## src/rtl/ps2_scan_decoder.sv

```systemverilog
// ps2_scan_decoder
//   Turns the raw PS/2 Set-2 byte stream into single key events. Multi-byte
//   sequences (E0 extended, F0 break, E1 Pause) are assembled here. Held flags
//   are kept for four tracked keys.
//
//   Optional build macro: TYPEMATIC_FILTER_EN. When it is defined, auto-repeat
//   makes of the last pressed key are suppressed.
//
// Ports
//   clock50    in   system clock
//   reset      in   synchronous, active-high reset
//   scan_code  in   [7:0] receiver byte, valid while scan_ready is high
//   scan_ready in   receiver byte-available level
//   read       out  one-cycle acknowledge, in the cycle after the accept edge
//   ev_valid   out  one-cycle key-event strobe, one cycle after read
//   ev_code    out  [7:0] final byte of the event (held until the next event)
//   ev_ext     out  event carried E0
//   ev_break   out  event is a release
//   ev_pause   out  event is the Pause key (one cycle, together with ev_valid)
//   key_held   out  [3:0] bit i high while tracked key i is down
//   seq_error  out  one-cycle strobe when a sequence is abandoned
//
// Handshake: a byte is taken once, on the rising edge of scan_ready. read then
// acknowledges it for exactly one cycle, and scan_ready must fall before the
// next byte can be accepted.
module ps2_scan_decoder #(
  parameter int unsigned TIMEOUT_CYCLES = 500000,
  parameter logic [7:0]  KEY0_CODE      = 8'h1D,
  parameter logic [7:0]  KEY1_CODE      = 8'h1C,
  parameter logic [7:0]  KEY2_CODE      = 8'h1B,
  parameter logic [7:0]  KEY3_CODE      = 8'h23
) (
  input  logic       clock50,
  input  logic       reset,
  input  logic [7:0] scan_code,
  input  logic       scan_ready,
  output logic       read,
  output logic       ev_valid,
  output logic [7:0] ev_code,
  output logic       ev_ext,
  output logic       ev_break,
  output logic       ev_pause,
  output logic [3:0] key_held,
  output logic       seq_error
);

  localparam int unsigned CW = $clog2(TIMEOUT_CYCLES);
  localparam logic [31:0] KEYS = {KEY3_CODE, KEY2_CODE, KEY1_CODE, KEY0_CODE};

  typedef enum logic [2:0] {S_IDLE, S_E0, S_F0, S_E0F0, S_PAUSE} state_t;

  state_t        state_q, state_d;
  logic          rdy_q, rdy_d;
  logic          acc_q, acc_d;
  logic [7:0]    byte_q, byte_d;
  logic [2:0]    pcnt_q, pcnt_d;
  logic [CW-1:0] cnt_q, cnt_d;
  logic          ev_valid_q, ev_valid_d;
  logic [7:0]    ev_code_q, ev_code_d;
  logic          ev_ext_q, ev_ext_d;
  logic          ev_break_q, ev_break_d;
  logic          ev_pause_q, ev_pause_d;
  logic [3:0]    key_held_q, key_held_d;
  logic          seq_error_q, seq_error_d;
`ifdef TYPEMATIC_FILTER_EN
  logic          last_vld_q, last_vld_d;
  logic          last_ext_q, last_ext_d;
  logic [7:0]    last_code_q, last_code_d;
`endif

  // Expected Pause bytes, indexed by position in the sequence.
  function automatic logic [7:0] pause_byte(input logic [2:0] idx);
    case (idx)
      3'd0, 3'd3: pause_byte = 8'hE1;
      3'd1, 3'd5: pause_byte = 8'h14;
      3'd2, 3'd7: pause_byte = 8'h77;
      default:    pause_byte = 8'hF0;
    endcase
  endfunction

  state_t st;
  logic   redo, do_ev, e_ext, e_brk, e_pause, suppress;

  always_comb begin
    rdy_d       = scan_ready;
    acc_d       = scan_ready & ~rdy_q;
    byte_d      = (scan_ready & ~rdy_q) ? scan_code : byte_q;
    state_d     = state_q;
    pcnt_d      = pcnt_q;
    cnt_d       = '0;
    seq_error_d = 1'b0;
    ev_valid_d  = 1'b0;
    ev_pause_d  = 1'b0;
    ev_code_d   = ev_code_q;
    ev_ext_d    = ev_ext_q;
    ev_break_d  = ev_break_q;
    key_held_d  = key_held_q;
`ifdef TYPEMATIC_FILTER_EN
    last_vld_d  = last_vld_q;
    last_ext_d  = last_ext_q;
    last_code_d = last_code_q;
`endif
    st       = state_q;
    redo     = 1'b0;
    do_ev    = 1'b0;
    e_ext    = 1'b0;
    e_brk    = 1'b0;
    e_pause  = 1'b0;
    suppress = 1'b0;

    // Timeout is resolved first, so a byte arriving in the same cycle is
    // decoded from IDLE.
    if (state_q != S_IDLE) begin
      if (cnt_q == CW'(TIMEOUT_CYCLES - 1)) begin
        seq_error_d = 1'b1;
        st          = S_IDLE;
        state_d     = S_IDLE;
      end else begin
        cnt_d = cnt_q + CW'(1);
      end
    end

    if (acc_q) begin
      cnt_d = '0;
      // 00/FF are keyboard error codes: they are acknowledged but ignored.
      if (byte_q != 8'h00 && byte_q != 8'hFF) begin
        case (st)
          S_IDLE: redo = 1'b1;
          S_E0: begin
            if (byte_q == 8'hF0)      state_d = S_E0F0;
            else if (byte_q == 8'hE0) state_d = S_E0;
            else if (byte_q == 8'hE1) begin state_d = S_PAUSE; pcnt_d = 3'd1; end
            else begin do_ev = 1'b1; e_ext = 1'b1; state_d = S_IDLE; end
          end
          S_F0: begin
            if (byte_q == 8'hF0 || byte_q == 8'hE0) begin seq_error_d = 1'b1; redo = 1'b1; end
            else begin do_ev = 1'b1; e_brk = 1'b1; state_d = S_IDLE; end
          end
          S_E0F0: begin
            if (byte_q == 8'hF0 || byte_q == 8'hE0 || byte_q == 8'hE1) begin
              seq_error_d = 1'b1;
              redo        = 1'b1;
            end else begin
              do_ev = 1'b1; e_ext = 1'b1; e_brk = 1'b1; state_d = S_IDLE;
            end
          end
          S_PAUSE: begin
            if (byte_q == pause_byte(pcnt_q)) begin
              if (pcnt_q == 3'd7) begin do_ev = 1'b1; e_pause = 1'b1; state_d = S_IDLE; end
              else pcnt_d = pcnt_q + 3'd1;
            end else begin
              seq_error_d = 1'b1;
              redo        = 1'b1;
            end
          end
          default: redo = 1'b1;
        endcase

        // Fresh decode from IDLE: also used to restart after a bad sequence.
        if (redo) begin
          case (byte_q)
            8'hE0:   state_d = S_E0;
            8'hF0:   state_d = S_F0;
            8'hE1:   begin state_d = S_PAUSE; pcnt_d = 3'd1; end
            default: begin do_ev = 1'b1; state_d = S_IDLE; end
          endcase
        end
      end
    end

    if (do_ev) begin
      if (e_pause) begin
        ev_valid_d = 1'b1;
        ev_pause_d = 1'b1;
        ev_code_d  = 8'h77;
        ev_ext_d   = 1'b0;
        ev_break_d = 1'b0;
      end else begin
`ifdef TYPEMATIC_FILTER_EN
        if (last_vld_q && last_ext_q == e_ext && last_code_q == byte_q) begin
          if (e_brk) last_vld_d = 1'b0;
          else       suppress   = 1'b1;
        end else if (!e_brk) begin
          last_vld_d  = 1'b1;
          last_ext_d  = e_ext;
          last_code_d = byte_q;
        end
`endif
        if (!suppress) begin
          ev_valid_d = 1'b1;
          ev_code_d  = byte_q;
          ev_ext_d   = e_ext;
          ev_break_d = e_brk;
          for (int i = 0; i < 4; i++) begin
            if (!e_ext && byte_q == KEYS[i*8 +: 8]) key_held_d[i] = ~e_brk;
          end
        end
      end
    end
  end

  always_ff @(posedge clock50) begin
    if (reset) begin
      // Track the level so a byte already present at reset is not re-taken.
      rdy_q       <= scan_ready;
      acc_q       <= 1'b0;
      byte_q      <= 8'h00;
      state_q     <= S_IDLE;
      pcnt_q      <= 3'd0;
      cnt_q       <= '0;
      ev_valid_q  <= 1'b0;
      ev_code_q   <= 8'h00;
      ev_ext_q    <= 1'b0;
      ev_break_q  <= 1'b0;
      ev_pause_q  <= 1'b0;
      key_held_q  <= 4'h0;
      seq_error_q <= 1'b0;
`ifdef TYPEMATIC_FILTER_EN
      last_vld_q  <= 1'b0;
      last_ext_q  <= 1'b0;
      last_code_q <= 8'h00;
`endif
    end else begin
      rdy_q       <= rdy_d;
      acc_q       <= acc_d;
      byte_q      <= byte_d;
      state_q     <= state_d;
      pcnt_q      <= pcnt_d;
      cnt_q       <= cnt_d;
      ev_valid_q  <= ev_valid_d;
      ev_code_q   <= ev_code_d;
      ev_ext_q    <= ev_ext_d;
      ev_break_q  <= ev_break_d;
      ev_pause_q  <= ev_pause_d;
      key_held_q  <= key_held_d;
      seq_error_q <= seq_error_d;
`ifdef TYPEMATIC_FILTER_EN
      last_vld_q  <= last_vld_d;
      last_ext_q  <= last_ext_d;
      last_code_q <= last_code_d;
`endif
    end
  end

  assign read      = acc_q;
  assign ev_valid  = ev_valid_q;
  assign ev_code   = ev_code_q;
  assign ev_ext    = ev_ext_q;
  assign ev_break  = ev_break_q;
  assign ev_pause  = ev_pause_q;
  assign key_held  = key_held_q;
  assign seq_error = seq_error_q;

endmodule
```

## config.mk

```make
export PLATFORM = sky130hd
export DESIGN_NAME = ps2_scan_decoder
export DESIGN_NICKNAME = d
export VERILOG_FILES = /design/src/rtl/ps2_scan_decoder.sv
export SDC_FILE = /design/constraint.sdc
export NUM_CORES = 1
export LEC_CHECK = 0
export CAP_MARGIN = 40
export CORE_MARGIN = 2
export CORE_UTILIZATION = 31
export CTS_CLUSTER_DIAMETER = 100
export DETAILED_ROUTE_END_ITERATION = 6
export MAX_ROUTING_LAYER = met4
export SLEW_MARGIN = 5
export SYNTH_ARGS = -nofsm -noshare
export SYNTH_HDL_FRONTEND = slang
export SYNTH_SLANG_ARGS = --single-unit
```

## constraint.sdc

```tcl
create_clock -name clock50 -period 2.9 [get_ports clock50]
set_clock_uncertainty 0.05 [all_clocks]
set_input_delay 0.435 -clock clock50 [delete_from_list [all_inputs] [get_ports clock50]]
set_output_delay 0.435 -clock clock50 [all_outputs]
set_load 0.02 [all_outputs]
```

Yosys cells after proc, flatten, opt, wreduce, memory -nomap -nowiden
Index checks and enable logic that the tools add are counted.
{"block": "word_totals", "out_inout_bits": 18, "wordCells": 131, "register_bits": 52}
{"block": "op_classes", "eq_ne": 19, "addsub": 2, "mux": 66, "reduce_logical": 22, "bitwise_logic": 6}
{"op": "2-to-1 mux 3 bit", "count": 19}
{"op": "2-to-1 mux 1 bit", "count": 34}
{"op": "2-to-1 mux 8 bit", "count": 4}
{"op": "== test 8 x 5 -> 1 bit (second input constant)", "count": 3}
{"op": "== test 8 bit (second input constant)", "count": 3}
{"op": "one-hot mux 8 bit (3 select lines)", "count": 1}
{"op": "adder 19 x 1 -> 19 bit (second input constant)", "count": 1}
{"op": "== test 19 bit (second input constant)", "count": 1}
{"op": "== test 3 x 2 -> 1 bit (second input constant)", "count": 4}
{"op": "one-hot mux 3 bit (4 select lines)", "count": 1}
{"op": "AND reduction 3 bit", "count": 4}
{"op": "== test 3 bit (second input constant)", "count": 3}
{"op": "one-hot mux 3 bit (3 select lines)", "count": 1}
{"op": "== test 8 x 6 -> 1 bit (second input constant)", "count": 1}
{"op": "== test 8 bit", "count": 1}
{"op": "!= test 8 bit (second input constant)", "count": 1}
{"op": "one-hot mux 1 bit (4 select lines)", "count": 2}
{"op": "nonzero test 8 bit", "count": 1}
{"op": "OR reduction 2 bit", "count": 4}
{"op": "== test 3 x 1 -> 1 bit (second input constant)", "count": 2}
{"op": "one-hot mux 3 bit (2 select lines)", "count": 1}
{"op": "logical AND 1 bit", "count": 5}
{"op": "NOT 1 bit", "count": 5}
{"op": "one-hot mux 1 bit (2 select lines)", "count": 2}
{"op": "10 further kinds", "count": 11}

Logic depth before layout (Yosys ltp)
{"block": "logic_depth", "word_depth": 17, "mapped_depth": 10, "ltp_nobuf": 9}

Worst setup path before layout
Ideal clock, no wire load.
{"block": "synth_timing", "path_type": "register to register", "start": "reg pcnt_q[0]", "end": "reg ev_code_q[1], in the netlist ev_code[1]", "setup_ps": 119, "path_stages_with_launch": 11, "n_path_buf": 1, "setup_slack_ps": 280, "arrival_ps": 2452, "cell_sequence": "dfxtp_1 > inv_1 > ha_1 > mux2_2 > nor3_1 > nor2_1 > nor4_1 > o21bai_2 > or2_4 > buf_6 > o221a_1"}
{"block": "synth_via", "elab_chain_len": 14, "elab_cells_between_ends": 29, "cone_classes": "eq/ne (6); mux (19); reduce/logical (4)"}
{"element": "from (decl)", "line_no": "56", "text": "logic [2:0] pcnt_q, pcnt_d;"}
{"element": "from (signal assigned)", "line_no": "228", "text": "pcnt_q <= pcnt_d;"}
{"element": "== test 3 bit, or another cell as far along", "line_no": "73, 149"}
{"element": "OR reduction 2 bit", "line_no": "73", "text": "case (idx)"}
{"element": "one-hot mux 8 bit (3 select lines)", "line_no": "73"}
{"element": "2-to-1 mux 8 bit", "line_no": "127", "text": "case (st)"}
{"element": "2-to-1 mux 8 bit", "line_no": "126", "text": "if (byte_q != 8'h00 && byte_q != 8'hFF) begin"}
{"element": "2-to-1 mux 8 bit", "line_no": "123", "text": "if (acc_q) begin"}
{"element": "== test 8 bit", "line_no": "148", "text": "if (byte_q == pause_byte(pcnt_q)) begin"}
{"element": "2-to-1 mux 1 bit", "line_no": "148"}
{"element": "one-hot mux 1 bit (4 select lines)", "line_no": "127"}
{"element": "2-to-1 mux 1 bit", "line_no": "126"}
{"element": "2-to-1 mux 1 bit", "line_no": "123"}
{"element": "2-to-1 mux 1 bit", "line_no": "160", "text": "if (redo) begin"}
{"element": "2-to-1 mux 1 bit", "line_no": "126"}
{"element": "2-to-1 mux 1 bit", "line_no": "123"}
{"element": "to (signal assigned)", "line_no": "231", "text": "ev_code_q <= ev_code_d;"}
{"element": "to (decl)", "line_no": "59", "text": "logic [7:0] ev_code_q, ev_code_d;"}
Parallel ways exist; a longest one is shown, timed or not. The select of a mux whose other input is x is not followed.
A chain may end at the register's enable or synchronous reset.

Final worst setup path
{"block": "layout_timing", "start": "reg pcnt_q[0]", "end": "reg pcnt_q[2]"}
{"block": "layout_via", "elab_chain_len": 12, "elab_cells_between_ends": 24, "cone_classes": "add/sub (1); eq/ne (6); mux (13); reduce/logical (4)"}
{"element": "== test 3 bit, or another cell as far along", "line_no": "73, 149"}
{"element": "OR reduction 2 bit", "line_no": "73"}
{"element": "one-hot mux 8 bit (3 select lines)", "line_no": "73"}
{"element": "2-to-1 mux 8 bit", "line_no": "127"}
{"element": "2-to-1 mux 8 bit", "line_no": "126"}
{"element": "2-to-1 mux 8 bit", "line_no": "123"}
{"element": "== test 8 bit", "line_no": "148"}
{"element": "2-to-1 mux 1 bit", "line_no": "148"}
{"element": "one-hot mux 1 bit (4 select lines)", "line_no": "127"}
{"element": "2-to-1 mux 1 bit", "line_no": "126"}
{"element": "2-to-1 mux 1 bit", "line_no": "123"}
{"element": "2-to-1 mux 3 bit (*)", "line_no": "160"}
Every way passes the cells marked *; elsewhere a longest branch is shown, timed or not. The select of a mux whose other input is x is not followed.

==> impl_results.md <==
- H-Tree Depth: 2
- Leakage: approximately 1.1 nW
- TNS Setup: 0 ns
- Logic pwr share: under 10%
- Worst setup path class: flop to flop
- Worst slew pin tran: 0.613 ns
- Worst path required time: between 3 and 4 ns
- Net Switching: just over 0.3 mW
- Input/output buffers: 28
- CTS clk-pin slew, worst paths: 0.09 ns
- Seq/Total Area, Yosys: a little under two fifths
- Crit start category: flop
- Yosys cell types: 66
- Area of the core: about 8600 µm²
- Max-slew headroom: between 50% and 60%
- Top_reg_cell synth: dfxtp_1
- Routability cong.: between 0.8 and 0.9
- Final ANT Viol Nets: 0
- Int Pwr: approximately 1.0 mW
- VDD IR max: 0.000210 V
- Vias in the first global route: around 2,400
- Later-pin clock latency in the skew report: approximately 0.31 ns
- Layout Cells excl Fill: roughly 470
- DP HPWL: ~5000 µm
- Post CTS Setup Buffer Count: 0
- Overall Global Routing Usage: ~14%
- Initial antenna violation count: 0
- Hold Path Cell Cnt: 1
- Drc violations: 0
- Reg2reg end: pcnt_q[2]
- Cell Area, Synth: between 2000 and 3000 µm²
- CTS buffer count: 5
- Layout area overhead: 19.8%
- Tcrit/Tclk final: a little over nine tenths
- Worst flop-to-flop path startpoint: pcnt_q[0]
- Initial Utilization: around a third
- Seq pwr share: between 50% and 60%
- Number of top-level pins: 29
- FF-to-FF setup slack: ~0.18 ns
- Die area: around 9600 µm²
- Yosys reg bits: 52
- Fin. Hold Viols: 0
- Layout cells sized above 1: approximately 11%
- R2R cell count: 9
- CP max FO: 8
- Power share of the clock group: about 36%
- Number of diodes: 0
- Synthesized area per cell: ~8.3 µm²
- Async S/R FF share, synth: 0%
- Max-slew violations: 0
- Die width: roughly 98 µm
- Status: completed
- Net Sw Frac: a little under a quarter
- Routed vias/inst: 5.26
- Tightest Hold Check Type: flop to flop
- Max-cap violations: 0
- Final setup violation count: 0
- Worst Setup End Kind: flop
- Unrepaired setup endpoints after global routing: false
- DR vias: roughly 2,500
- Die H: 97.9 µm
- Row count: 34
- Worst hold endpoint: cnt_q[0]
- Final wirelength: between 6000 and 7000 µm
- Peak Freq: around 0.37 GHz
- DP Cell Count: ~460
- Clock Sinks: 52
- Clock Path Buffers: 2
- First-pass DRT Iterations: 4
- Minimum clock period after layout: between 2 and 3 ns
- Fillcell total: approximately 900
- Gr ovfl total: 0
- First-pass GRT wire length: 11,100 µm
- Hold Crit Start: cnt_q[0]
- NumNets Final: approximately 380
- Post-synth net total: 348
- Iteration-0 DRC Markers: ~130
- Pwr dens: 405 nW/µm²
- Cell count after synthesis: 331
- CTS tree: yes
- Worst Path Arrival: a little under 3 ns
- Number of synthesized flops with an enable pin: 0
- WL per Instance: around 14 µm
- Synth Warn #: 0
- Clock root buffer: clkbuf_8
- Largest net degree at the start of global routing: 20
-- routing by layer --
metal	wire length, µm	part of all wire (%)	GRT usage, %	vias up
li1	-	-	-	1242
met1	2920	44	16.9	1158
met2	3370	51	24.6	47
met3	222	3.4	2.51	11
met4	90	1.4	4.70	0
met5	0	0	-	-
-- what timing repair did --
item	in CTS	in global routing
hold endpoints to repair	0	0
endpoints found under the setup margin	0	15
gates resized for setup	0	4
hold buffers	0	0
-- cell type report --
cell class,instances,area [µm²],area share (%)
clock buffer,5,68.8,2.10
clock inverter,1,30.0,0.917
inverter,8,30.0,0.917
multi-input combinational,250,1580,48.1
sequential,52,1040,31.8
tap,108,135,4.13
timing repair buffer,43,393,12.0
-- cells in the final DEF (no fill, tap or decap), types with 3 or more instances in the layout --
cell,count
and3_1,3
xor2_1,8
nor2_1,39
nor4b_1,3
o221a_1,4
buf_4,15
dfxtp_1,52
clkdlybuf4s50_1,28
o22ai_1,3
nor4_1,6
nand4_1,5
nand3_1,19
ha_1,6
nand2_1,36
nor3_2,3
a211oi_1,4
nor2b_1,3
or4_1,3
a21oi_1,13
or2_2,3
and2_1,3
nand2b_1,6
or3_1,4
nor3_1,15
inv_1,8
clkbuf_8,5
o21ai_0,5
xnor2_1,9
-- per-stage QoR --
stage	util, %	power, mW	cell area [µm²]	setup WS (ns)	hold WS [ns]
global placement	36.4	0.864	3150	0.124	0.380
CTS	37.7	1.34	3250	0.0412	0.413
floorplan	-	0.821	2730	0.280	0.368
global route	37.9	1.37	3270	0.0000202	0.457
detailed placement	36.5	0.865	3150	0.0712	0.392
finish	37.9	1.33	3270	0.177	0.409
-- cell families after synthesis --
| group | synth area share (%) |
|---|---|
| XOR/XNOR | 5.45 |
| AND/OR/NAND/NOR | 31.7 |
| adder cells (fa/ha/maj) | 2.75 |
| buffers and inverters | 4.99 |
| multiplexers | 1.14 |
| flip-flops | 38.1 |
| AO/OA/AOI/OAI | 15.8 |
-- synth_stat cells (all sizes together) (4+ instances only) --
cell type	instances	area [µm²]
a211oi	4	30.0
a21oi	13	65.1
and2	4	27.5
buf	8	57.6
clkbuf	13	48.8
dfxtp	52	1040
ha	6	75.1
inv	8	30.0
nand2	36	135
nand2b	6	37.5
nand3	19	95.1
nand4	5	31.3
nor2	39	146
nor3	18	95.1
nor4	8	56.3
nor4b	4	41.3
o21ai	5	25.0
o221a	5	56.3
or2	5	33.8
or3	5	36.3
or4	4	30.0
xnor2	9	78.8
xor2	8	70.1
-- worst max-delay path: stages (launching register included) --
cell and delay (ns):
dfxtp_1 0.47, inv_1 0.12, ha_1 0.23, or2_2 0.31, nand4b_1 0.12, nand3_1 0.12
or4_1 0.59, nor3_2 0.24, a31oi_1 0.11, a311oi_1 0.27
-- how the worst max path moves through the flow --
stage | startpoint | endpoint | cells past startpoint
6_report | pcnt_q[0] | pcnt_q[2] | 9
5_1_grt | pcnt_q[0] | ev_code[0] | 10
4_1_cts | pcnt_q[0] | pcnt_q[2] | 9
3_5_place_dp | pcnt_q[0] | pcnt_q[2] | 9
3_3_place_gp | pcnt_q[0] | pcnt_q[2] | 9
2_1_floorplan | pcnt_q[0] | ev_code[1] | 10
-- registers in the layout, summed over array words and instances (netlist names) --
signal and cells:
cnt_q 19, seq_error 1, ev_code 8, ev_break 1, state_q 3, pcnt_q 3
byte_q 8, ev_ext 1, read 1, rdy_q 1, ev_valid 1, key_held 4
ev_pause 1
-- power by group through the flow --
stage / Combinational (mW) / Sequential, mW / Clock [mW]
after floorplan: 0.0656 / 0.756 / 0
final: 0.109 / 0.740 / 0.478
after global placement: 0.107 / 0.757 / 0
after global routing: 0.118 / 0.742 / 0.510
after detailed placement: 0.108 / 0.757 / 0
after CTS: 0.109 / 0.740 / 0.487
No activity file was read; power rests on OpenSTA's default activity.
